`config.mk`:
```
export PLATFORM = sky130hd
export DESIGN_NAME = mem_access_ctrl_flat
export DESIGN_NICKNAME = d
export VERILOG_FILES = /design/src/rtl/mem_access_ctrl_pkg.sv /design/src/rtl/mem_access_ctrl_if.sv /design/src/rtl/mem_access_ctrl_rr_arbiter2.sv /design/src/rtl/mem_access_ctrl.sv /design/src/flat_wrapper.sv
export SDC_FILE = /design/constraint.sdc
export NUM_CORES = 1
export LEC_CHECK = 0
export ABC_AREA = 1
export ABC_CLOCK_PERIOD_IN_PS = 2300
export CAP_MARGIN = 20
export CORE_UTILIZATION = 45
export CTS_CLUSTER_SIZE = 10
export DETAILED_ROUTE_END_ITERATION = 10
export PLACE_DENSITY = 0.86
export SYNTH_ARGS = -nofsm -noshare
export SYNTH_HDL_FRONTEND = slang
export SYNTH_SLANG_ARGS = --single-unit
```
`constraint.sdc`:
```
create_clock -name clk -period 2.3 [get_ports clk]
set_input_delay 0.46 -clock clk [delete_from_list [all_inputs] [get_ports clk]]
set_output_delay 0.46 -clock clk [all_outputs]
set_load 0.1 [all_outputs]
```
`src/rtl/mem_access_ctrl_pkg.sv`:
```
// rtl/mem_access_ctrl_pkg.sv - shared types and helpers for the memory access controller
package mem_ctrl_pkg;

    typedef enum logic [2:0] {
        IDLE,
        LOAD_MAR,
        ACCESS,
        CAPTURE,
        DONE,
        ALIGN_ERR
    } state_e;

    localparam logic [1:0] SZ_BYTE = 2'b00;
    localparam logic [1:0] SZ_HALF = 2'b01;
    localparam logic [1:0] SZ_WORD = 2'b10;

    typedef enum logic {
        OWN_IF,
        OWN_D
    } owner_e;

    // Reserved size (11) is always treated as misaligned so it never reaches RAM
    function automatic logic is_misaligned(input logic [1:0] size, input logic [1:0] a);
        logic m;
        case (size)
            SZ_BYTE: m = 1'b0;
            SZ_HALF: m = a[0];
            SZ_WORD: m = (a != 2'b00);
            default: m = 1'b1;
        endcase
        return m;
    endfunction

endpackage

```
`src/rtl/mem_access_ctrl_if.sv`:
```
// rtl/mem_access_ctrl_if.sv - requester, MAR/MDR and RAM handshake bundle
interface mem_access_ctrl_if;
    logic        if_req;
    logic [31:0] if_addr;
    logic        d_req;
    logic        d_we;
    logic [1:0]  d_size;
    logic [31:0] d_addr;
    logic        ram_moc;
    logic        mar_ld;
    logic [31:0] mar_d;
    logic        mdr_ld;
    logic        ram_mfa;
    logic        ram_rw;
    logic [1:0]  ram_size;
    logic        if_gnt;
    logic        d_gnt;
    logic        if_done;
    logic        d_done;
    logic        err_timeout;
    logic        err_align;
    logic        busy;

    modport slave (
        input  if_req, if_addr, d_req, d_we, d_size, d_addr, ram_moc,
        output mar_ld, mar_d, mdr_ld, ram_mfa, ram_rw, ram_size,
               if_gnt, d_gnt, if_done, d_done, err_timeout, err_align, busy
    );

    modport master (
        output if_req, if_addr, d_req, d_we, d_size, d_addr, ram_moc,
        input  mar_ld, mar_d, mdr_ld, ram_mfa, ram_rw, ram_size,
               if_gnt, d_gnt, if_done, d_done, err_timeout, err_align, busy
    );
endinterface

```
`src/rtl/mem_access_ctrl_rr_arbiter2.sv`:
```
// rtl/mem_access_ctrl_rr_arbiter2.sv - two-input round-robin arbiter, one-hot winner
module rr_arbiter2
    import mem_ctrl_pkg::*;
(
    input  logic       clk,
    input  logic       rst_n,
    input  logic       req_if,
    input  logic       req_d,
    input  logic       upd,
    input  owner_e     upd_owner,
    output logic [1:0] win
);

    owner_e rr_last;

    // Remember who was served last; starting at DATA lets fetch win the first tie
    always_ff @(posedge clk or negedge rst_n) begin
        if (!rst_n) begin
            rr_last <= OWN_D;
        end else if (upd) begin
            rr_last <= upd_owner;
        end
    end

    // win[0] = fetch, win[1] = data; on a tie the one not served last wins
    always_comb begin
        win = 2'b00;
        if (req_if && (!req_d || rr_last == OWN_D)) begin
            win[0] = 1'b1;
        end else if (req_d) begin
            win[1] = 1'b1;
        end
    end

endmodule

```
`src/rtl/mem_access_ctrl.sv`:
```
// rtl/mem_access_ctrl.sv - MAR/MDR/RAM transaction sequencer with arbitration and timeout
module mem_access_ctrl
    import mem_ctrl_pkg::*;
#(
    parameter int TIMEOUT = 16,
    parameter int CNT_W   = 8
) (
    input  logic               clk,
    input  logic               rst_n,
    mem_access_ctrl_if.slave   bus
);

    state_e             state, state_n;
    owner_e             owner_q, sel_owner;
    logic               we_q, sel_we;
    logic [1:0]         size_q, sel_size;
    logic [31:0]        mar_d_q, sel_addr;
    logic [CNT_W-1:0]   cnt;
    logic               to_q;
    logic [1:0]         win;
    logic               mis, cnt_hit, upd;

    logic mar_ld, mdr_ld, ram_mfa, ram_rw;
    logic [1:0] ram_size;
    logic if_gnt, d_gnt, if_done, d_done, err_timeout, err_align;

    // A misaligned request still ends the owner's turn so it cannot starve the other side
    assign upd = (state == DONE) || (state == ALIGN_ERR);

    rr_arbiter2 u_arb (
        .clk       (clk),
        .rst_n     (rst_n),
        .req_if    (bus.if_req),
        .req_d     (bus.d_req),
        .upd       (upd),
        .upd_owner (owner_q),
        .win       (win)
    );

    // Pick the winning request's attributes; a fetch is always a word read
    always_comb begin
        sel_owner = OWN_D;
        sel_addr  = bus.d_addr;
        sel_size  = bus.d_size;
        sel_we    = bus.d_we;
        if (win[0]) begin
            sel_owner = OWN_IF;
            sel_addr  = bus.if_addr;
            sel_size  = SZ_WORD;
            sel_we    = 1'b0;
        end
    end

    assign mis     = is_misaligned(sel_size, sel_addr[1:0]);
    assign cnt_hit = (cnt == CNT_W'(TIMEOUT - 1));

    // State register
    always_ff @(posedge clk or negedge rst_n) begin
        if (!rst_n) begin
            state <= IDLE;
        end else begin
            state <= state_n;
        end
    end

    // Latch the winner; mar_d only changes when a real RAM access is starting
    always_ff @(posedge clk or negedge rst_n) begin
        if (!rst_n) begin
            owner_q <= OWN_IF;
            we_q    <= 1'b0;
            size_q  <= SZ_BYTE;
            mar_d_q <= '0;
        end else if (state == IDLE && win != 2'b00) begin
            owner_q <= sel_owner;
            we_q    <= sel_we;
            size_q  <= sel_size;
            if (!mis) begin
                mar_d_q <= sel_addr;
            end
        end
    end

    // Timeout counter and sticky timeout flag, both restarted for each access
    always_ff @(posedge clk or negedge rst_n) begin
        if (!rst_n) begin
            cnt  <= '0;
            to_q <= 1'b0;
        end else if (state == LOAD_MAR) begin
            cnt  <= '0;
            to_q <= 1'b0;
        end else if (state == ACCESS) begin
            cnt <= cnt + 1'b1;
            if (!bus.ram_moc && cnt_hit) begin
                to_q <= 1'b1;
            end
        end
    end

    // Next-state and Moore outputs
    always_comb begin
        state_n     = state;
        mar_ld      = 1'b0;
        mdr_ld      = 1'b0;
        ram_mfa     = 1'b0;
        ram_rw      = 1'b0;
        ram_size    = 2'b00;
        if_gnt      = 1'b0;
        d_gnt       = 1'b0;
        if_done     = 1'b0;
        d_done      = 1'b0;
        err_timeout = 1'b0;
        err_align   = 1'b0;
        case (state)
            IDLE: begin
                if (win != 2'b00) begin
                    state_n = mis ? ALIGN_ERR : LOAD_MAR;
                end
            end
            LOAD_MAR: begin
                mar_ld  = 1'b1;
                if_gnt  = (owner_q == OWN_IF);
                d_gnt   = (owner_q == OWN_D);
                state_n = ACCESS;
            end
            ACCESS: begin
                ram_mfa  = 1'b1;
                ram_rw   = !we_q;
                ram_size = size_q;
                if (bus.ram_moc) begin
                    state_n = we_q ? DONE : CAPTURE;
                end else if (cnt_hit) begin
                    state_n = DONE;
                end
            end
            CAPTURE: begin
                mdr_ld   = 1'b1;
                ram_mfa  = 1'b1;
                ram_rw   = !we_q;
                ram_size = size_q;
                state_n  = DONE;
            end
            DONE: begin
                if_done     = (owner_q == OWN_IF);
                d_done      = (owner_q == OWN_D);
                err_timeout = to_q;
                state_n     = IDLE;
            end
            ALIGN_ERR: begin
                if_gnt    = (owner_q == OWN_IF);
                d_gnt     = (owner_q == OWN_D);
                if_done   = (owner_q == OWN_IF);
                d_done    = (owner_q == OWN_D);
                err_align = 1'b1;
                state_n   = IDLE;
            end
            default: state_n = IDLE;
        endcase
    end

    assign bus.mar_ld      = mar_ld;
    assign bus.mar_d       = mar_d_q;
    assign bus.mdr_ld      = mdr_ld;
    assign bus.ram_mfa     = ram_mfa;
    assign bus.ram_rw      = ram_rw;
    assign bus.ram_size    = ram_size;
    assign bus.if_gnt      = if_gnt;
    assign bus.d_gnt       = d_gnt;
    assign bus.if_done     = if_done;
    assign bus.d_done      = d_done;
    assign bus.err_timeout = err_timeout;
    assign bus.err_align   = err_align;
    assign bus.busy        = (state != IDLE);

endmodule

```
`src/flat_wrapper.sv`:
```
// flat-port wrapper written by rule: the top's interface ports become plain ports
module mem_access_ctrl_flat import mem_ctrl_pkg::*;
#(
    parameter int TIMEOUT = 16,
    parameter int CNT_W   = 8
)
  (clk, rst_n, bus_if_req, bus_if_addr, bus_d_req, bus_d_we, bus_d_size, bus_d_addr, bus_ram_moc, bus_mar_ld, bus_mar_d, bus_mdr_ld, bus_ram_mfa, bus_ram_rw, bus_ram_size, bus_if_gnt, bus_d_gnt, bus_if_done, bus_d_done, bus_err_timeout, bus_err_align, bus_busy);
  mem_access_ctrl_if bus_i ();
  input  logic clk;
  input  logic rst_n;
  input wire logic [$bits(bus_i.if_req)-1:0] bus_if_req;
  input wire logic [$bits(bus_i.if_addr)-1:0] bus_if_addr;
  input wire logic [$bits(bus_i.d_req)-1:0] bus_d_req;
  input wire logic [$bits(bus_i.d_we)-1:0] bus_d_we;
  input wire logic [$bits(bus_i.d_size)-1:0] bus_d_size;
  input wire logic [$bits(bus_i.d_addr)-1:0] bus_d_addr;
  input wire logic [$bits(bus_i.ram_moc)-1:0] bus_ram_moc;
  output wire logic [$bits(bus_i.mar_ld)-1:0] bus_mar_ld;
  output wire logic [$bits(bus_i.mar_d)-1:0] bus_mar_d;
  output wire logic [$bits(bus_i.mdr_ld)-1:0] bus_mdr_ld;
  output wire logic [$bits(bus_i.ram_mfa)-1:0] bus_ram_mfa;
  output wire logic [$bits(bus_i.ram_rw)-1:0] bus_ram_rw;
  output wire logic [$bits(bus_i.ram_size)-1:0] bus_ram_size;
  output wire logic [$bits(bus_i.if_gnt)-1:0] bus_if_gnt;
  output wire logic [$bits(bus_i.d_gnt)-1:0] bus_d_gnt;
  output wire logic [$bits(bus_i.if_done)-1:0] bus_if_done;
  output wire logic [$bits(bus_i.d_done)-1:0] bus_d_done;
  output wire logic [$bits(bus_i.err_timeout)-1:0] bus_err_timeout;
  output wire logic [$bits(bus_i.err_align)-1:0] bus_err_align;
  output wire logic [$bits(bus_i.busy)-1:0] bus_busy;
  assign bus_i.if_req = bus_if_req;
  assign bus_i.if_addr = bus_if_addr;
  assign bus_i.d_req = bus_d_req;
  assign bus_i.d_we = bus_d_we;
  assign bus_i.d_size = bus_d_size;
  assign bus_i.d_addr = bus_d_addr;
  assign bus_i.ram_moc = bus_ram_moc;
  assign bus_mar_ld = bus_i.mar_ld;
  assign bus_mar_d = bus_i.mar_d;
  assign bus_mdr_ld = bus_i.mdr_ld;
  assign bus_ram_mfa = bus_i.ram_mfa;
  assign bus_ram_rw = bus_i.ram_rw;
  assign bus_ram_size = bus_i.ram_size;
  assign bus_if_gnt = bus_i.if_gnt;
  assign bus_d_gnt = bus_i.d_gnt;
  assign bus_if_done = bus_i.if_done;
  assign bus_d_done = bus_i.d_done;
  assign bus_err_timeout = bus_i.err_timeout;
  assign bus_err_align = bus_i.err_align;
  assign bus_busy = bus_i.busy;
  mem_access_ctrl #(.TIMEOUT(TIMEOUT), .CNT_W(CNT_W)) u_core (.clk(clk), .rst_n(rst_n), .bus(bus_i));
endmodule
```
Yosys cells after proc, flatten, opt, wreduce, memory -nomap -nowiden
Cells that the tools add are included.
Storage, ports and cells
  register bits after elaboration: 49
  latch bits: 0
  memory bits (writable): 0
  bits in read-only memories: 0
  input port bits: 72
  output and inout bits: 45
  word-level logic and storage cells: 72
  memories kept: 0
Cells by class
  $add $sub $neg: 1
  multipliers: 0
  div/mod/pow operators: 0
  $lt $le $gt $ge: 0
  eq/ne operators: 10
  shift-type cells: 0
  multiplexer cells: 30
  bitwise logic cells: 2
  reductions and logical operators: 21
Operator list (number)
  32-bit 2-to-1 mux: 1
  1-bit 2-to-1 mux: 18
  8-bit 2-to-1 mux: 2
  3-bit 2-to-1 mux: 5
  3-bit one-hot mux with 4 select lines: 1
  8-bit by 1-bit adder with 8-bit output (second input constant): 1
  8-bit by 4-bit equality test with 1-bit output (second input constant): 1
  2-bit nonzero test: 4
  3-bit by 2-bit equality test with 1-bit output (second input constant): 2
  3-bit equality test (second input constant): 2
  2-bit AND reduction: 3
  2-bit OR reduction: 3
  2-bit 2-to-1 mux: 2
  3-bit by 1-bit equality test with 1-bit output (second input constant): 1
  1-bit logical AND: 3
  1-bit logical NOT: 3
  3-bit logical NOT: 1
  3-bit by 2-bit != test with 1-bit output (second input constant): 1
  1-bit one-hot mux with 3 select lines: 1
  3-bit nonzero test: 1
  2-bit by 1-bit equality test with 1-bit output (second input constant): 1
  2-bit equality test (second input constant): 1
  2-bit logical NOT: 1
  1-bit logical OR: 2
  other kinds (2): 3

Depth between registers and ports, before layout
Gate-level depths: netlist of the first run.
  depth in word-level cells: 10
  mapped depth: 11
  depth with buffers taken out: 10

Hierarchy
From an unflattened synthesis of the first run, not the netlist that was laid out.
Unflattened totals
  cells, all modules: 384
  area, all modules: 2721.4 µm²
Modules (own cells, without submodules)
  mem_access_ctrl: times used 1, cells an instance 377, area each 2655.0 µm²
  rr_arbiter2: times used 1, cells an instance 7, area each 66.3 µm²

Least setup slack after synthesis of the first run
No wires, ideal clock.
  kind: register to output
  from: reg u_core.state[2]
  to: out bus_mdr_ld
  arrival: 2.784 ns
  data required time: 1.840 ns
  path slack: -0.944 ns
  stages on the path, launching flop included: 4
  buffers on the path: 0
  cell sequence: dfrtp_1 nor2_2 inv_1 nor2_1
Between the ends
  word-level cells in the longest chain between the ends: 2
Ends and longest elaborated chain
  from (decl): RTL line mem_access_ctrl.sv:13  | state_e state, state_n;
  from (signal assigned): RTL line mem_access_ctrl.sv:62  | state <= state_n;
  3-bit by 2-bit equality test with 1-bit output: RTL line mem_access_ctrl.sv:113  | case (state)
  1-bit 2-to-1 mux: RTL line mem_access_ctrl.sv:113
  to (decl): RTL line flat_wrapper.sv:20  | output wire logic [$bits(bus_i.mdr_ld)-1:0] bus_mdr_ld;
No other way between the ends.

Final worst setup path of the first run
  from: reg u_core.state[1]
  to: out bus_if_done
Between the ends
  word-level cells in the longest chain between the ends: 3
Ends and longest elaborated chain
  3-bit equality test: RTL line mem_access_ctrl.sv:113
  2-bit OR reduction (no line) (*)
  1-bit 2-to-1 mux (*)
  to (decl): RTL line flat_wrapper.sv:26  | output wire logic [$bits(bus_i.if_done)-1:0] bus_if_done;
Mark *: on every way between the ends. The rest lies on a longest branch, timed or not.

==> impl_metrics.env, run 1 <==
export IMPL_nets=555
export IMPL_status="complete, no violations"
export IMPL_antenna_left=0
export IMPL_dr_pass1_iters=4
export IMPL_rsz0062_at_grt="no"
export IMPL_min_path_type="input port to asynchronous set/reset pin"
export IMPL_htree_levels=2
export IMPL_finalWeightedCongestion=0.8285
export IMPL_wl_um=7133
export IMPL_pin_count=117
export IMPL_grt_overflow=0
export IMPL_power_per_cell_area_nw_per_um2=1582
export IMPL_clock_sinks=49
export IMPL_path_clk_slew_ps=90
export IMPL_seq_area_frac_synth_pct=46.94
export IMPL_antenna_found_initial=0
export IMPL_slew_headroom_pct=49.09
export IMPL_yosysTopAreaCell="dfrtp_1"
export IMPL_drv_slew=0
export IMPL_worst_slew_pin_transition_ps=763.7
export IMPL_die_h_um=78.23
export IMPL_grt_pass1_vias=2583
export IMPL_die_width_um=78.23
export IMPL_vias=2723
export IMPL_grt_pass1_wl_um=11700
export IMPL_synth_cell_area_um2=2615
export IMPL_clk_path_buf_depth=2
export IMPL_cts_root_buf="clkbuf_8"
export IMPL_skew_ps=4.905
export IMPL_dpl_hpwl_um=5451
export IMPL_crit_fanout=5
export IMPL_ys_types=28
export IMPL_antenna_cells=0
export IMPL_arrival_ps=1600
export IMPL_insertion_delay_ps=300
export IMPL_drt_vias_per_instance=4.906
export IMPL_die_area_um2=6120
export IMPL_synth_area_top_cells="dfrtp_1 (46%), nand2_1 (25%), nand3_1 (8.2%), nor2_1 (3.3%), inv_1 (3.0%)"
export IMPL_post_cts_setup_buffers=0
export IMPL_wl_per_cell_um=12.85
export IMPL_finish_utilization_pct=72.29
export IMPL_fin_crit_ps=2056
export IMPL_grt_use_total_pct=24.71
export IMPL_end_kind="output port"
export IMPL_placementRows=27
export IMPL_maxCapViolations=0
export IMPL_cts_tree="yes"
export IMPL_finalSetupTns_ps=0
export IMPL_reg2reg_depth=10
export IMPL_syn_avg_cell_area_um2=7.125
export IMPL_irDropWorstVdd_uv=965.8
export IMPL_area_growth_pct=53.16
export IMPL_grt_max_degree=37
export IMPL_cp_required_ps=1840
export IMPL_clock_fmax_ghz=0.4863
export IMPL_synthesis_nets=440
export IMPL_drtIter0Drc=148
export IMPL_synthCells=367
export IMPL_synth_top_area_share_pct=45.93
export IMPL_synth_warnings=0
export IMPL_port_buffers=116
export IMPL_drive_gt1_share_pct=16.15
export IMPL_setup_violations=0
export IMPL_drc=0
export IMPL_fin_crit_sh_pct=89.41
export IMPL_start_util_pct=47.20
export IMPL_leakagePower_uw=0.002089
export IMPL_core_area_um2=5540
export IMPL_cts_buffers=5
export IMPL_final_hold_violation_count=0
export IMPL_synth_seq_cells=49
export IMPL_crit_type="register to output port"
export IMPL_cp_start_kind="register"
[synth_stat cells (all sizes together)]
master / instances
a21boi: 1
a21oi: 5
a32o: 1
a41oi: 1
buf: 10
clkbuf: 6
dfrtp: 48
dfstp: 1
ha: 1
inv: 23
nand2: 179
nand3: 44
nand3b: 2
nand4: 3
nor2: 25
nor3: 1
o21ai: 12
o22ai: 1
o31ai: 1
xnor2: 1
xor2: 1
[metrics by stage]
stage                     cell area [um^2]  power, uW  worst slack (ps)  std cells  hold WS [ps]
after detailed placement              3904       5811             43.73        547         464.0
after global routing                  4005       6629             75.48        555         276.7
after floorplan                       2655       4654            -19.52        367         164.4
after global placement                3904       5715             146.1        547         456.3
final                                 4005       6338             243.7        555         216.0
after CTS                             4005       6369             157.1        555         246.1
[sequential cells by signal, indices dropped and copies added, names as in the netlist]
name / count
u_core.size_q: 2
u_core.owner_q: 1
u_core.u_arb.rr_last: 1
u_core.to_q: 1
u_core.bus.mar_d: 32
u_core.cnt: 8
u_core.state: 3
u_core.we_q: 1
[path summary, 6_finish.rpt]
kind	from	endpoint	slack, ps
worst max-delay path	u_core.state[1]	bus_if_done	240
worst min register to register	u_core.bus.mar_d[24]	u_core.bus.mar_d[24]	480
min in group clk	u_core.bus.mar_d[24]	u_core.bus.mar_d[24]	480
worst min-delay path	rst_n	u_core.bus.mar_d[21]	220
max in group asynchronous	rst_n	u_core.to_q	1460
worst max register to register	u_core.u_arb.rr_last	u_core.bus.mar_d[5]	460
[worst max-delay path, cell delays in order, from the launching register on]
cell and delay (ps):
dfrtp_1 370, inv_1 150, nand2_1 140, o21ai_1 170
inv_1 100, nor2_2 160, buf_12 200
[cells by family (layout without fill, tap and decap cells)]
logic type	count (synthesis)	after routing	share of synthesized area, %
buf+inv	39	155	7.129
fa+ha+maj	1	1	0.4784
xor+xnor	2	2	0.6700
simple gates	254	254	39.86
flops	49	49	46.94
compound gates	22	22	4.928
[what timing repair did]
action | in CTS | in global routing
setup endpoints to repair | 0 | 1
gates resized for setup | 0 | 1
hold buffers | 0 | 0
[cell usage in the layout, fill, tap and decap left out, types with 2 or more instances in the layout]
| cell | netlist | final |
|---|---|---|
| a21oi_1 | 5 | 5 |
| nor2_4 | 0 | 6 |
| nand2_2 | 3 | 3 |
| buf_4 | 4 | 41 |
| nor2_2 | 2 | 2 |
| inv_1 | 21 | 21 |
| dfrtp_1 | 48 | 48 |
| clkbuf_8 | 0 | 7 |
| nand4_1 | 3 | 3 |
| nand3_1 | 43 | 43 |
| nor2_1 | 23 | 17 |
| buf_12 | 0 | 12 |
| o21ai_0 | 12 | 11 |
| nand3b_1 | 2 | 2 |
| clkdlybuf4s50_1 | 0 | 70 |
| inv_2 | 2 | 2 |
| nand2_1 | 176 | 176 |
[routing by layer]
layer | wire length, um | global-route usage (%) | part of all wire, %
met1 | 2806 | 29.24 | 39
met2 | 3777 | 43.77 | 53
met3 | 447 | 6.395 | 6.3
met4 | 102 | 7.407 | 1.4
met5 | 0 | 0 | 0
[cell type report]
cell class	instances	area, um^2
Inverter	23	86.33
Tap cell	72	90.09
Fill cell	461	1535
Timing Repair Buffer	124	1254
Clock inverter	1	5.005
Clock buffer	7	96.34
Multi-Input combinational cell	279	1246
Sequential cell	49	1227
[where the power goes]
part	internal, uW	total [uW]	switching (uW)
Combinational	1020	4370	3350
Sequential	1200	1410	215
Clock	272	556	284
Total	2490	6340	3850
Power figures use the tool's default switching activity.
==> inputs of run 2 (changes only) <==
CTS_CLUSTER_DIAMETER = 30   (was not set)
GPL_ROUTABILITY_DRIVEN = 1   (was not set)
==> results of run 2 <==
Same layout as run 1: the final DEF is identical, and so are final timing and power.
==> inputs of run 3 (changes only) <==
CELL_PAD_IN_SITES_DETAIL_PLACEMENT = 1   (was not set)
CELL_PAD_IN_SITES_GLOBAL_PLACEMENT = 1   (was not set)
CORE_UTILIZATION = 31   (was 45)
PLACE_DENSITY = not set   (was 0.86)
PLACE_DENSITY_LB_ADDON = 0.1   (was not set)
==> run 3 against run 2 <==
  * Core utilization decreased by 22 points
  * Largest cell class unchanged
  * Largest power group unchanged
  * First-iteration DRC count is 66% lower
  * Register-to-register slack got worse by 50 ps
  * Non-clock buffer count did not move
  * Sequential share of layout area fell by 0.51 points
  * Design area up 1.7%
  * Maximum frequency is 1.5% higher
  * Worst hold slack lost 77 ps
  * Critical path depth did not move
  * Highest routed layer unchanged
==> impl_metrics.env, run 3 (same netlist as run 1, synthesis figures left out) <==
export IMPL_status="complete, no violations"
export IMPL_arrival_ps=1570
export IMPL_area_growth_pct=55.74
export IMPL_antenna_cells=0
export IMPL_final_common_cell="nand2_1"
export IMPL_insertion_delay_ps=310
export IMPL_seq_power_share_pct=22.2
export IMPL_final_hold_violation_count=0
export IMPL_grt_overflow=0
export IMPL_min_path_type="input port to asynchronous set/reset pin"
export IMPL_dp_slack_ps=73.90
export IMPL_fin_crit_ps=2026
export IMPL_vias=2752
export IMPL_dr_pass1_iters=6
export IMPL_leakagePower_uw=0.002093
export IMPL_maxCapViolations=0
export IMPL_reg2reg_depth=7
export IMPL_finalWeightedCongestion=0.7934
export IMPL_wl_per_cell_um=13.70
export IMPL_drt_vias_per_instance=4.680
export IMPL_largest_register_ffs=32
export IMPL_setup_violations=0
export IMPL_final_cell_mix="nand2_1 (176), clkdlybuf4s50_1 (70), dfrtp_1 (48)"
export IMPL_drive_gt1_share_pct=16.15
export IMPL_whs_ps=138.8
export IMPL_slew_headroom_pct=59.87
export IMPL_pin_count=117
export IMPL_nets=555
export IMPL_worst_slack_ps=273.7
export IMPL_die_h_um=93.85
export IMPL_internal_power_uw=2469
export IMPL_drc=0
export IMPL_holdBufCountCts=0
export IMPL_worst_slew_pin_transition_ps=601.9
export IMPL_fin_crit_sh_pct=88.10
export IMPL_clk_path_buf_depth=2
export IMPL_drv_slew=0
export IMPL_drtIter0Drc=51
export IMPL_p_comb_share_pct=69.4
export IMPL_rsz0062_at_grt="no"
export IMPL_grt_pass1_vias=2875
export IMPL_clock_power_share_pct=8.3
export IMPL_path_clk_slew_ps=100
export IMPL_htree_levels=2
export IMPL_skew_ps=8.068
export IMPL_clock_sinks=49
export IMPL_power_uw=6374
export IMPL_switchingPower_uw=3905
export IMPL_die_area_um2=8807
export IMPL_placed_area_um2=3983
export IMPL_grt_max_degree=33
export IMPL_port_buffers=116
export IMPL_clock_fmax_ghz=0.4935
export IMPL_irDropWorstVdd_uv=496.4
export IMPL_wl_um=8055
export IMPL_dpl_hpwl_um=6509
export IMPL_switching_share_pct=61.27
export IMPL_grt_use_total_pct=20.15
export IMPL_fill_cells=1020
export IMPL_cts_root_buf="clkbuf_8"
export IMPL_core_area_um2=8175
export IMPL_stdcell_area_um2=4073
export IMPL_ff2ff_setup_slack_ps=410
export IMPL_antenna_found_initial=0
export IMPL_cp_required_ps=1840
export IMPL_cts_tree="yes"
export IMPL_power_per_cell_area_nw_per_um2=1565
export IMPL_crit_fanout=5
export IMPL_cts_buffers=5
export IMPL_grt_pass1_wl_um=13790
export IMPL_die_width_um=93.85
export IMPL_setup_worst_path_start="u_core.state[1]"
export IMPL_cp_start_kind="register"
export IMPL_reg2reg_to="u_core.bus.mar_d[9]"
export IMPL_placementRows=33
export IMPL_rr_startpoint="u_core.state[2]"
export IMPL_antenna_left=0
export IMPL_start_util_pct=31.99
export IMPL_crit_type="register to output port"
export IMPL_end_kind="output port"
[run 3: changes by cell type in the layout (fill, tap and decap cells not counted)]
cell / change
clkbuf_8: -2
inv_6: +1
buf_12: +3
buf_4: -3
clkinvlp_4: +1
[run 3: metal layers]
metal | vias up | track usage (%) | wire, um
met5 | - | 0 | 0
met4 | 0 | 6.282 | 196
met3 | 14 | 4.773 | 450
met2 | 86 | 35.40 | 4047
met1 | 1277 | 24.15 | 3360
li1 | 1375 | - | -
[run 3: how the worst max path moves through the flow]
stage / endpoint / slack, ps / depth (start not counted)
2_1_floorplan: u_core.size_q[1] / -20 / 6
3_3_place_gp: u_core.bus.mar_d[12] / 120 / 7
3_5_place_dp: u_core.bus.mar_d[17] / 70 / 11
4_1_cts: bus_if_done / 200 / 6
5_1_grt: bus_if_done / 60 / 6
6_report: bus_if_done / 270 / 6
[run 3: final cells by class]
cell class	count	area (um^2)	share of cell area, %
Timing Repair Buffer	124	1291	31.71
Multi-Input combinational cell	279	1246	30.60
Sequential cell	49	1227	30.14
Tap cell	105	131.4	3.226
Inverter	23	86.33	2.120
Clock buffer	5	68.82	1.690
Clock inverter	3	21.27	0.5223
[run 3: power by group through the flow]
stage               Sequential (uW)  Clock, uW  Combinational [uW]
floorplan                      3170          0                1490
global placement               1420          0                4400
CTS                            1420        544                4470
finish                         1420        529                4430
global route                   1460        574                4690
detailed placement             1430          0                4470
[run 3: critical path, stage by stage (launching register included)]
cell	delay, ps
dfrtp_1	380
inv_1	160
nand2_1	130
o21ai_1	140
inv_1	90
nor2_2	160
buf_12	200
[run 3: stage by stage]
step                      setup TNS, ps  instances  utilization [%]
after CTS                             0        588            49.82
after global routing                  0        588            49.82
final                                 0        588            49.82
after floorplan                  -209.2        367                -
after global placement                0        580            48.71
after detailed placement              0        580            48.71
[run 3: timing repair]
action | in CTS | in global routing
setup endpoints to repair | 0 | 1
buffers inserted | 0 | 0
gates resized for setup | 0 | 1
